===== config.mk =====
export PLATFORM = sky130hd
export DESIGN_NAME = instr_decode_stage
export DESIGN_NICKNAME = d
export VERILOG_FILES = /design/src/rtl/decode_pkg.sv /design/src/rtl/imm_extend.sv /design/src/rtl/instr_decode_stage.sv
export SDC_FILE = /design/constraint.sdc
export NUM_CORES = 1
export LEC_CHECK = 0
export ABC_AREA = 1
export CAP_MARGIN = 10
export CORE_MARGIN = 3
export CORE_UTILIZATION = 29
export CTS_BUF_LIST = sky130_fd_sc_hd__clkbuf_4
export CTS_CLUSTER_DIAMETER = 120
export DETAILED_ROUTE_END_ITERATION = 10
export SYNTH_ARGS = -nofsm -noshare
export SYNTH_HDL_FRONTEND = slang
export SYNTH_SLANG_ARGS = --single-unit

===== constraint.sdc =====
create_clock -name clk -period 3 [get_ports clk]
set_clock_uncertainty 0.2 [all_clocks]
set_input_delay 0.6 -clock clk [delete_from_list [all_inputs] [get_ports clk]]
set_output_delay 0.6 -clock clk [all_outputs]
set_load 0.02 [all_outputs]

===== src/rtl/decode_pkg.sv =====
// Shared decode definitions: opcode map, stage states and opcode classification helpers.
package decode_pkg;

  typedef enum logic [3:0] {
    OP_NOP   = 4'h0,
    OP_LOAD  = 4'h1,
    OP_STORE = 4'h2,
    OP_ADD   = 4'h3,
    OP_SUB   = 4'h4,
    OP_ADDI  = 4'h5,
    OP_JMP   = 4'h6,
    OP_BRZ   = 4'h7,
    OP_AND   = 4'h8,
    OP_OR    = 4'h9,
    OP_HALT  = 4'hF
  } opcode_e;

  typedef enum logic {
    ST_RUN    = 1'b0,
    ST_HALTED = 1'b1
  } state_e;

  // Opcodes whose immediate is a signed offset/addend.
  function automatic logic needs_sign_ext(logic [3:0] op);
    return (op == OP_ADDI) || (op == OP_BRZ);
  endfunction

  function automatic logic is_legal(logic [3:0] op);
    return op inside {OP_NOP, OP_LOAD, OP_STORE, OP_ADD, OP_SUB, OP_ADDI,
                      OP_JMP, OP_BRZ, OP_AND, OP_OR, OP_HALT};
  endfunction

endpackage


===== src/rtl/imm_extend.sv =====
// Combinational sign/zero extension of the instruction immediate field to XLEN bits.
module imm_extend #(
  parameter int IN_W = 12,
  parameter int XLEN = 16
) (
  input  logic [IN_W-1:0] value,
  input  logic            sign_ext,
  output logic [XLEN-1:0] ext
);

  // A size cast of a signed operand replicates its top bit.
  always_comb begin
    if (sign_ext) ext = XLEN'($signed(value));
    else          ext = XLEN'(value);
  end

endmodule


===== src/rtl/instr_decode_stage.sv =====
// Single-entry decode stage with valid/ready handshakes and a RUN/HALTED FSM.
// Define DECODE_ILLEGAL_TRAP_EN to flag illegal opcodes and halt on them.
module instr_decode_stage
  import decode_pkg::*;
#(
  parameter int IW   = 16,
  parameter int OPW  = 4,
  parameter int REGW = 4,
  parameter int XLEN = 16,
  parameter int CNTW = 16
) (
  input  logic            clk,
  input  logic            rst_n,
  input  logic            halt_program,
  input  logic            flush,
  input  logic            in_valid,
  output logic            in_ready,
  input  logic [IW-1:0]   ir,
  output logic            out_valid,
  input  logic            out_ready,
  output logic [OPW-1:0]  op_code,
  output logic [REGW-1:0] rd,
  output logic [REGW-1:0] rs,
  output logic [XLEN-1:0] imm,
  output logic            is_halt,
  output logic            illegal,
  output logic            halted,
  output logic [CNTW-1:0] instr_count
);

  localparam int FW = IW - OPW;

  state_e          state_q, state_d;
  logic [OPW-1:0]  dec_op_raw;
  logic [3:0]      op4;
  logic            dec_sext;
  logic [XLEN-1:0] ext_imm;
  logic [OPW-1:0]  dec_op;
  logic [XLEN-1:0] dec_imm;
  logic            dec_illegal;
  logic            dec_trap;
  logic            accept;

  assign dec_op_raw = ir[IW-1 -: OPW];
  assign op4        = 4'(dec_op_raw);
  assign dec_sext   = needs_sign_ext(op4);

  imm_extend #(
    .IN_W (FW),
    .XLEN (XLEN)
  ) u_imm_extend (
    .value    (ir[FW-1:0]),
    .sign_ext (dec_sext),
    .ext      (ext_imm)
  );

  // Illegal opcodes either trap with a flag or decay to a plain NOP.
  always_comb begin
    dec_op      = dec_op_raw;
    dec_imm     = ext_imm;
    dec_illegal = 1'b0;
    dec_trap    = (op4 == OP_HALT);
`ifdef DECODE_ILLEGAL_TRAP_EN
    dec_illegal = !is_legal(op4);
    dec_trap    = dec_trap || dec_illegal;
`else
    if (!is_legal(op4)) begin
      dec_op  = '0;
      dec_imm = '0;
    end
`endif
  end

  assign in_ready = (!out_valid || out_ready) && (state_q == ST_RUN) && !halt_program;
  assign accept   = in_valid && in_ready;
  assign halted   = (state_q == ST_HALTED);

  always_comb begin
    state_d = state_q;
    case (state_q)
      ST_RUN:    if (accept && dec_trap) state_d = ST_HALTED;
      ST_HALTED: state_d = ST_HALTED;
    endcase
    if (flush) state_d = ST_RUN;
  end

  // Everything freezes under halt_program; flush beats a same-cycle accept.
  always_ff @(posedge clk or negedge rst_n) begin
    if (!rst_n) begin
      state_q     <= ST_RUN;
      out_valid   <= 1'b0;
      op_code     <= '0;
      rd          <= '0;
      rs          <= '0;
      imm         <= '0;
      is_halt     <= 1'b0;
      illegal     <= 1'b0;
      instr_count <= '0;
    end else if (!halt_program) begin
      state_q <= state_d;
      if (out_valid && out_ready) instr_count <= instr_count + CNTW'(1);
      if (flush) begin
        out_valid <= 1'b0;
      end else if (accept) begin
        out_valid <= 1'b1;
        op_code   <= dec_op;
        rd        <= ir[FW-1 -: REGW];
        rs        <= ir[FW-REGW-1 -: REGW];
        imm       <= dec_imm;
        is_halt   <= (op4 == OP_HALT);
        illegal   <= dec_illegal;
      end else if (out_ready) begin
        out_valid <= 1'b0;
      end
    end
  end

endmodule


==> results list, run 1 <==
* Overflow left after global routing: 0
- A synthesized cell averages 8.575 um2.
- For the finished layout, the period the worst path requires is 2.814 ns.
* Achievable Freq: 355.4 MHz
- In the post-synthesis netlist, the cell with the most instances is sky130_fd_sc_hd__nand2_1.
* Vias in the first global route: 1620
- Arrival time of the worst setup path: 2.01 ns
* Warning count from the yosys run: 0
- The die covers around 8000 um2.
- For this run, the slowest stage of the critical path takes 0.60 ns.
* Slew at the pin closest to its max-slew limit: approximately 1 ns
- Ratio of total power to cell area: 580.0 nW/um2
* Cell at the root of the clock tree: sky130_fd_sc_hd__clkbuf_4
- The flow ran to the end, and the final reports show no timing, DRC or antenna violations.
- Area leader, netlist: sky130_fd_sc_hd__dfrtp_1
* Gate count of the mapped netlist: roughly 230
* Endpoints failing setup: 0
* TritonCTS buffer count: 5
- Max Fanout on Critical Path: 3
- The routed design has 4716 um of wire.
* Crit-path slowest cell: sky130_fd_sc_hd__clkdlybuf4s50_1
- The initial antenna violation count is 0.
- Die boundary height: 88.83 um
- Met3 Use GR: 0.03724
* CTS hold repair buffers: 0
- Diode insertion count for antenna repair: 0
- For this run, global-route usage on met2 was measured as 0.2024.
- For this run, design rule violations remaining after detail routing come to 0.
* H-tree lvl count: 2
- Summed over all cells, the static leakage comes to 1.345 nW.
- Depth of the worst register-to-register path: 8
* Net count reported at finish: 324
- The first global-routing pass estimated 7679 um of wire.
- For this run, the detailed router's first-pass iteration total came to 4.
- Synth-to-layout area growth: 40.63%
* Flip-flop and latch count after synthesis: 44
- EDFF count, synth: 0
* Mapped Nets: 255
- Setup repair after global routing left no endpoint under its margin.
- Dividing the detail-routed via count by the number of cells gives roughly 4.5.
- The finished layout holds 379 standard cells, fillers aside.
* Reg clk slew, reported paths: 0.14 ns
- At the end of routability-driven placement, the weighted congestion stood at 0.7767.
- Deepest clock path buffer count: 2
- Entering global routing, the biggest net connects 45 pins.
- Avg WL per Cell: between 10 and 15 um
- I/O pin cnt: 71
* Max Cap Viol: 0
- After the first detailed-routing iteration, the DRC count stood at a little under 70.
* Cell-by-cell trace of the critical path: clkdlybuf4s50_1, inv_1, nand2_1, nand3_2, inv_1, clkdlybuf4s50_1
- GRT met1 Usage: 0.1646
- The most used flip-flop cell after synthesis is sky130_fd_sc_hd__dfrtp_1.
- Final Hold Violating Endpoints: 0
* Min-Delay Path Class: input port to asynchronous set/reset pin
- After clock tree synthesis, the setup repair step added 0 buffers.
- Post-CTS Resized: 0
* Total Routing Usage GR: 0.1249
- The share of the Yosys chip area taken by registers is 0.5535.
* Data required time of the critical path: approximately 2.2 ns
* Final count of pins violating max slew: 0
- The mapped netlist covers 1989 um2.
* Proportion of synthesized flip-flops having asynchronous set or reset: 1.000
- Endpoint type of the worst setup path: primary output
- In the finished design, the share of the clock period the worst path needs comes to 0.9378.
- Core region area: 6495 um2
- Worst relative slew slack: 0.3364
* Via count: 1690
- The global routing stage identified its most utilized layer as met2.
- Filler cells: 652
* Placement row count: 29
- After routing, the total negative slack on setup checks comes to 0 ns.
- The die is 88.83 um wide.
- Port buffering added 69 buffers.
- Counting tap cells, the placed design contains a total of about 370 instances.
* Largest cells by area after synthesis: sky130_fd_sc_hd__dfrtp_1 (55%), sky130_fd_sc_hd__nand2_1 (18%), sky130_fd_sc_hd__nand3_1 (6.0%)
- The detail route stage leaves a number of antenna-violating nets equal to 0.
- Highest ir drop seen on vdd: 0.0002031 V
- Area fraction of the dominant cell type after synthesis: 0.5535
- TritonCTS built the clock tree.
* Clk Latency, worst-skew pair: 0.35 ns
* Starting density of the core: 0.3063
- Path type of the worst setup path: input port to primary output
- Overall power consumption after layout is estimated at 1.623 mW.
- Yosys mapped the design onto 23 distinct sky130hd cell types.
- Most numerous cell types in the synthesized netlist: sky130_fd_sc_hd__nand2_1 (97), sky130_fd_sc_hd__dfrtp_1 (44), sky130_fd_sc_hd__nand3_1 (24)
- CP Launch Type: input port
* Share of layout cells above drive strength 1: 0.05629
- Clk sink count: between 40 and 50
* Detailed placer's ending HPWL: between 3000 and 4000 um
-- path summary, 6_finish.rpt --
| kind | slack (ns) | startpoint | endpoint |
|---|---|---|---|
| setup / recovery | 0.19 | out_ready | in_ready |
| hold / removal | 0.19 | rst_n | instr_count[4] |
| setup reg to reg | 1.31 | instr_count[1] | instr_count[14] |
| hold reg to reg | 0.30 | rs[0] | rs[0] |
| max in group asynchronous | 1.80 | rst_n | halted |
| min in group clk | 0.30 | rs[0] | rs[0] |
-- cell type report --
class	instances	area [um2]	share of cell area
repair buffers	71	700.7	0.2504
clock buffers	5	37.54	0.01342
flip-flops and latches	44	1101	0.3936
inverters	22	82.58	0.02952
clock inverters	3	46.29	0.01655
multi-input cells	157	733.2	0.2621
well taps	77	96.34	0.03444
-- state kept, by name (all words and copies together) (netlist names) --
| signal | cells |
|---|---|
| instr_count | 16 |
| halted | 1 |
| out_valid | 1 |
| rd | 4 |
| op_code | 4 |
| imm | 13 |
| rs | 4 |
| is_halt | 1 |
-- worst max-delay path, delay by kind of cell --
kind,cells,cell delay [ns]
buf+inv,4,1.23
simple gates,2,0.18
-- power breakdown --
group	internal [mW]	switching [mW]	total (mW)
logic	0.234	0.255	0.489
clock network	0.178	0.205	0.383
registers	0.682	0.0693	0.751
-- layer usage --
| layer | wire length (um) | up-vias | share of wire |
|---|---|---|---|
| li1 | - | 852 | - |
| met1 | 2204 | 787 | 0.47 |
| met2 | 2190 | 49 | 0.46 |
| met3 | 301 | 2 | 0.064 |
| met4 | 19 | 0 | 0.0040 |
| met5 | 0 | - | 0 |
-- kinds of logic (layout without fill, tap and decap cells) --
group / after synthesis / in the layout / share of synthesized area
flops: 44 / 44 / 0.5535
buf+inv: 31 / 101 / 0.07798
simple gates: 142 / 142 / 0.3063
other cells: 1 / 1 / 0.001885
fa+ha+maj: 1 / 1 / 0.006288
xor+xnor: 10 / 10 / 0.04402
compound gates: 3 / 3 / 0.01006
-- layout by cell type, fill, tap and decap left out, types with 2 or more instances in the layout --
master / count
sky130_fd_sc_hd__nand2_1: 97
sky130_fd_sc_hd__clkdlybuf4s50_1: 68
sky130_fd_sc_hd__dfrtp_1: 44
sky130_fd_sc_hd__nand3_1: 24
sky130_fd_sc_hd__inv_1: 20
sky130_fd_sc_hd__nor2_1: 10
sky130_fd_sc_hd__xor2_1: 6
sky130_fd_sc_hd__clkbuf_4: 5
sky130_fd_sc_hd__xnor2_1: 4
sky130_fd_sc_hd__nand4_1: 3
sky130_fd_sc_hd__inv_2: 2
sky130_fd_sc_hd__o211ai_1: 2
sky130_fd_sc_hd__nor3_1: 2
sky130_fd_sc_hd__buf_4: 2
-- stage by stage --
stage,util,setup slack (ns),instance area [um2],hold WS [ns]
2_1_floorplan,-,1.261,1989,0.1044
3_3_place_gp,0.4178,0.1603,2714,0.2590
3_5_place_dp,0.4178,0.1739,2714,0.2676
4_1_cts,0.4307,0.1691,2798,0.2162
5_1_grt,0.4307,0.1102,2798,0.2563
6_report,0.4307,0.1865,2798,0.1892
Note: power is estimated with default switching activity, not from simulation.
==> run 2, diff against run 1 <==
--- a/config.mk
+++ b/config.mk
@@ -7,11 +7,12 @@
 export LEC_CHECK = 0
 export ABC_AREA = 1
 export CAP_MARGIN = 10
-export CORE_MARGIN = 3
+export CORE_MARGIN = 2
 export CORE_UTILIZATION = 29
 export CTS_BUF_LIST = sky130_fd_sc_hd__clkbuf_4
 export CTS_CLUSTER_DIAMETER = 120
 export DETAILED_ROUTE_END_ITERATION = 10
+export SKIP_CTS_REPAIR_TIMING = 1
 export SYNTH_ARGS = -nofsm -noshare
 export SYNTH_HDL_FRONTEND = slang
 export SYNTH_SLANG_ARGS = --single-unit
==> run 2 against run 1 <==
Critical path depth unchanged. Cell area is 0.58% lower. Utilization down 1.7 points. Total power decreased by 5.6%. Final cell count increased by 1.1%. Fmax grew 0.95%. Register-to-register slack better by 0.05 ns. Clock-buffer cell count up 2.
==> results list, run 2 (synthesis results as in run 1) <==
- The run finished with clean final reports.
* Via count: 1693 (+0.18%)
* RSZ-0062 raised after global routing: no
* Placement row count: 30 (+3.4%)
- Delay of the slowest cell on the worst path: 0.59 ns (about the same)
* Largest register FFs: 16 (unchanged)
- The number of maximum-capacitance constraint violations came to 0 (unchanged).
* Endpoints failing setup: 0 (unchanged)
- The width of the die was 86.83 um (-2.3%).
- The final antenna diode count came to 0 (unchanged).
- The number of iterations in the first detailed-routing pass is 4 (unchanged).
* Crit-path slowest cell: sky130_fd_sc_hd__clkdlybuf4s50_1
- Core region area: 6719 um2 (+3.4%)
- H-tree lvl count: 2 (unchanged)
- Clk Latency, worst-skew pair: 0.34 ns (about the same)
- The number of hold violations in the final report is 0 (unchanged).
* Logic gate share of total power: 0.321 (+0.020)
- STA classifies the critical path startpoint as an input port.
- Switching power share of the total: 0.3308 (+0.004865)
- Vias in the first global route: 1662 (+2.6%)
* Worst relative slew slack: 0.6266 (+0.2902)
- The net load switching power is 0.5066 mW (-4.2%).
* TritonCTS buffer count: 5 (unchanged)
* Data required time of the critical path: 2.20 ns (about the same)
- The average routed wire per standard cell came to 12.44 um (about the same).
* Worst setup slack after layout: 0.2128 ns (+0.02638 ns)
* Leading cell type in the layout, fill and taps excluded: sky130_fd_sc_hd__nand2_1
- The sum of overflow across all layers after global routing came to 0 (unchanged).
- Cell-by-cell trace of the critical path: clkdlybuf4s50_1, inv_1, nand2_1, nand3_2, inv_1, clkdlybuf4s50_1
- Ranked by flip-flop count, first place goes to instr_count.
* Cell at the root of the clock tree: sky130_fd_sc_hd__clkbuf_4
* Maximum number of pins on one net before global-route repair: 45 (unchanged)
* Clk sink count: 44 (unchanged)
* Synth-to-layout area growth: 39.81%
* Setup slack after placement: 0.2190 ns (+0.04514 ns)
* I/O pin cnt: 71 (unchanged)
- Number of design-rule violations left by the first detailed-router iteration: 82 (+19%)
- Deepest clock path buffer count: 2 (unchanged)
- Final critical-path share of the clock period: 0.9291 (-0.008792)
* Internal power: 1.025 mW (-6.3%)
- Time the worst path needs with I/O delays and setup: 2.787 ns (-0.02638 ns)
- The vertical die dimension was 86.83 um (-2.3%).
- Final Power: 1.532 mW (-5.6%)
- The placement-stage cell area was 2725 um2 (+0.41%).
- Slew at the pin closest to its max-slew limit: 0.5602 ns (-0.4353 ns)
- Starting density of the core: 0.2961 (-0.01021)
* TritonCTS clock tree: built
- Most frequent cells in the layout: sky130_fd_sc_hd__nand2_1 (97), sky130_fd_sc_hd__clkdlybuf4s50_1 (68), sky130_fd_sc_hd__dfrtp_1 (44)
- The worst setup path is of the input port to primary output kind.
- The largest registers in the layout are instr_count (16), imm (13).
- The peak ir drop on the vdd network is 0.0001806 V (-11%).
- The final wirelength was 4763 um (+1.0%).
- The arrival time of the worst setup path came to 1.99 ns (-0.02 ns).
- Number of antenna violations at the first check in global routing: 0 (unchanged)
- Pleak: 1.342 nW (-0.24%)
- Share of layout cells above drive strength 1: 0.05611 (-0.0001858)
- DRC violation count after routing: 0 (unchanged)
* Achievable Freq: 358.8 MHz (+0.95%)
- IO Port Bufs: 69 (unchanged)
- First-pass GRT wire length: 7886 um (+2.7%)
- Antenna-violating nets left: 0 (unchanged)
- STA classifies the critical path endpoint as a primary output.
- The filler-free cell count of the finished design was 383 (+1.1%).
* Net count reported at finish: 325 (+0.31%)
- The placer congestion estimate came to 0.7764 (about the same).
- The part of the total power dissipated in sequential elements was 0.488 (+0.025).
- Final count of pins violating max slew: 0 (unchanged)
- The total routing resource utilization after global routing came to 0.1335 (+0.008593).
* Max Fanout on Critical Path: 3 (unchanged)
- The power per cell area was 550.7 nW/um2 (-5.0%).
- The final standard cell utilization of the core was 0.4140 (-0.01678).
- The cell total after placement came to 375 (+1.1%).
* TNS Setup: 0 ns (unchanged)
* Final instance area: 2781 um2 (-0.58%)
* Min-Delay Path Class: input port to asynchronous set/reset pin
- The number of vias per cell came to 4.420 (-0.87%).
- Reg clk slew, reported paths: 0.13 ns (about the same)
- Die ar.: 7539 um2 (-4.5%)
- The detailed placement HPWL is 3449 um (-0.17%).
* Clock Power Share: 0.191 (-0.045)
- Hold slack final: 0.1146 ns (-0.07467 ns)
run 2: cell types whose count changed in the layout (fill, tap and decap cells not counted):
cell	change
sky130_fd_sc_hd__clkinv_1	+1
sky130_fd_sc_hd__buf_4	+1
sky130_fd_sc_hd__clkbuf_4	+2
sky130_fd_sc_hd__clkinvlp_4	-1
sky130_fd_sc_hd__inv_6	-1
sky130_fd_sc_hd__bufinv_16	-1
run 2: final timing paths:
| check | start | endpoint | depth (start not counted) | slack (ns) |
|---|---|---|---|---|
| worst max-delay path | out_ready | in_ready | 6 | 0.21 |
| worst min-delay path | rst_n | instr_count[6] | 2 | 0.11 |
| worst max register to register | instr_count[1] | instr_count[14] | 8 | 1.36 |
| worst min register to register | is_halt | is_halt | 2 | 0.29 |
| max in group asynchronous | rst_n | imm[6] | 2 | 2.10 |
| min in group clk | is_halt | is_halt | 2 | 0.29 |
run 2: critical path: cells and delay by family:
family	cells	cell delay [ns]
buffers and inverters	4	1.20
and+or+nand+nor	2	0.18
run 2: layout make-up:
cell class	count	area, um2
clock inverters	1	3.754
clock buffers	7	52.55
multi-input cells	157	733.2
fillers	698	3938
inverters	22	82.58
well taps	80	100.1
repair buffers	72	708.2
flip-flops and latches	44	1101
run 2: per-layer routing:
metal	track usage	part of all wire	routed length, um
met4	0.03551	0.0080	38
met5	0	0	0
met1	0.1736	0.47	2225
met3	0.04381	0.070	332
met2	0.2137	0.46	2168
run 2: power groups by stage:
stage                     Combinational (mW)  Clock (mW)  Sequential (mW)
final                                  0.491       0.293            0.747
after global routing                   0.535       0.333            0.761
after CTS                              0.499       0.311            0.750
after detailed placement               0.497           0            0.759
after global placement                 0.494           0            0.758
after floorplan                        0.129           0            0.862
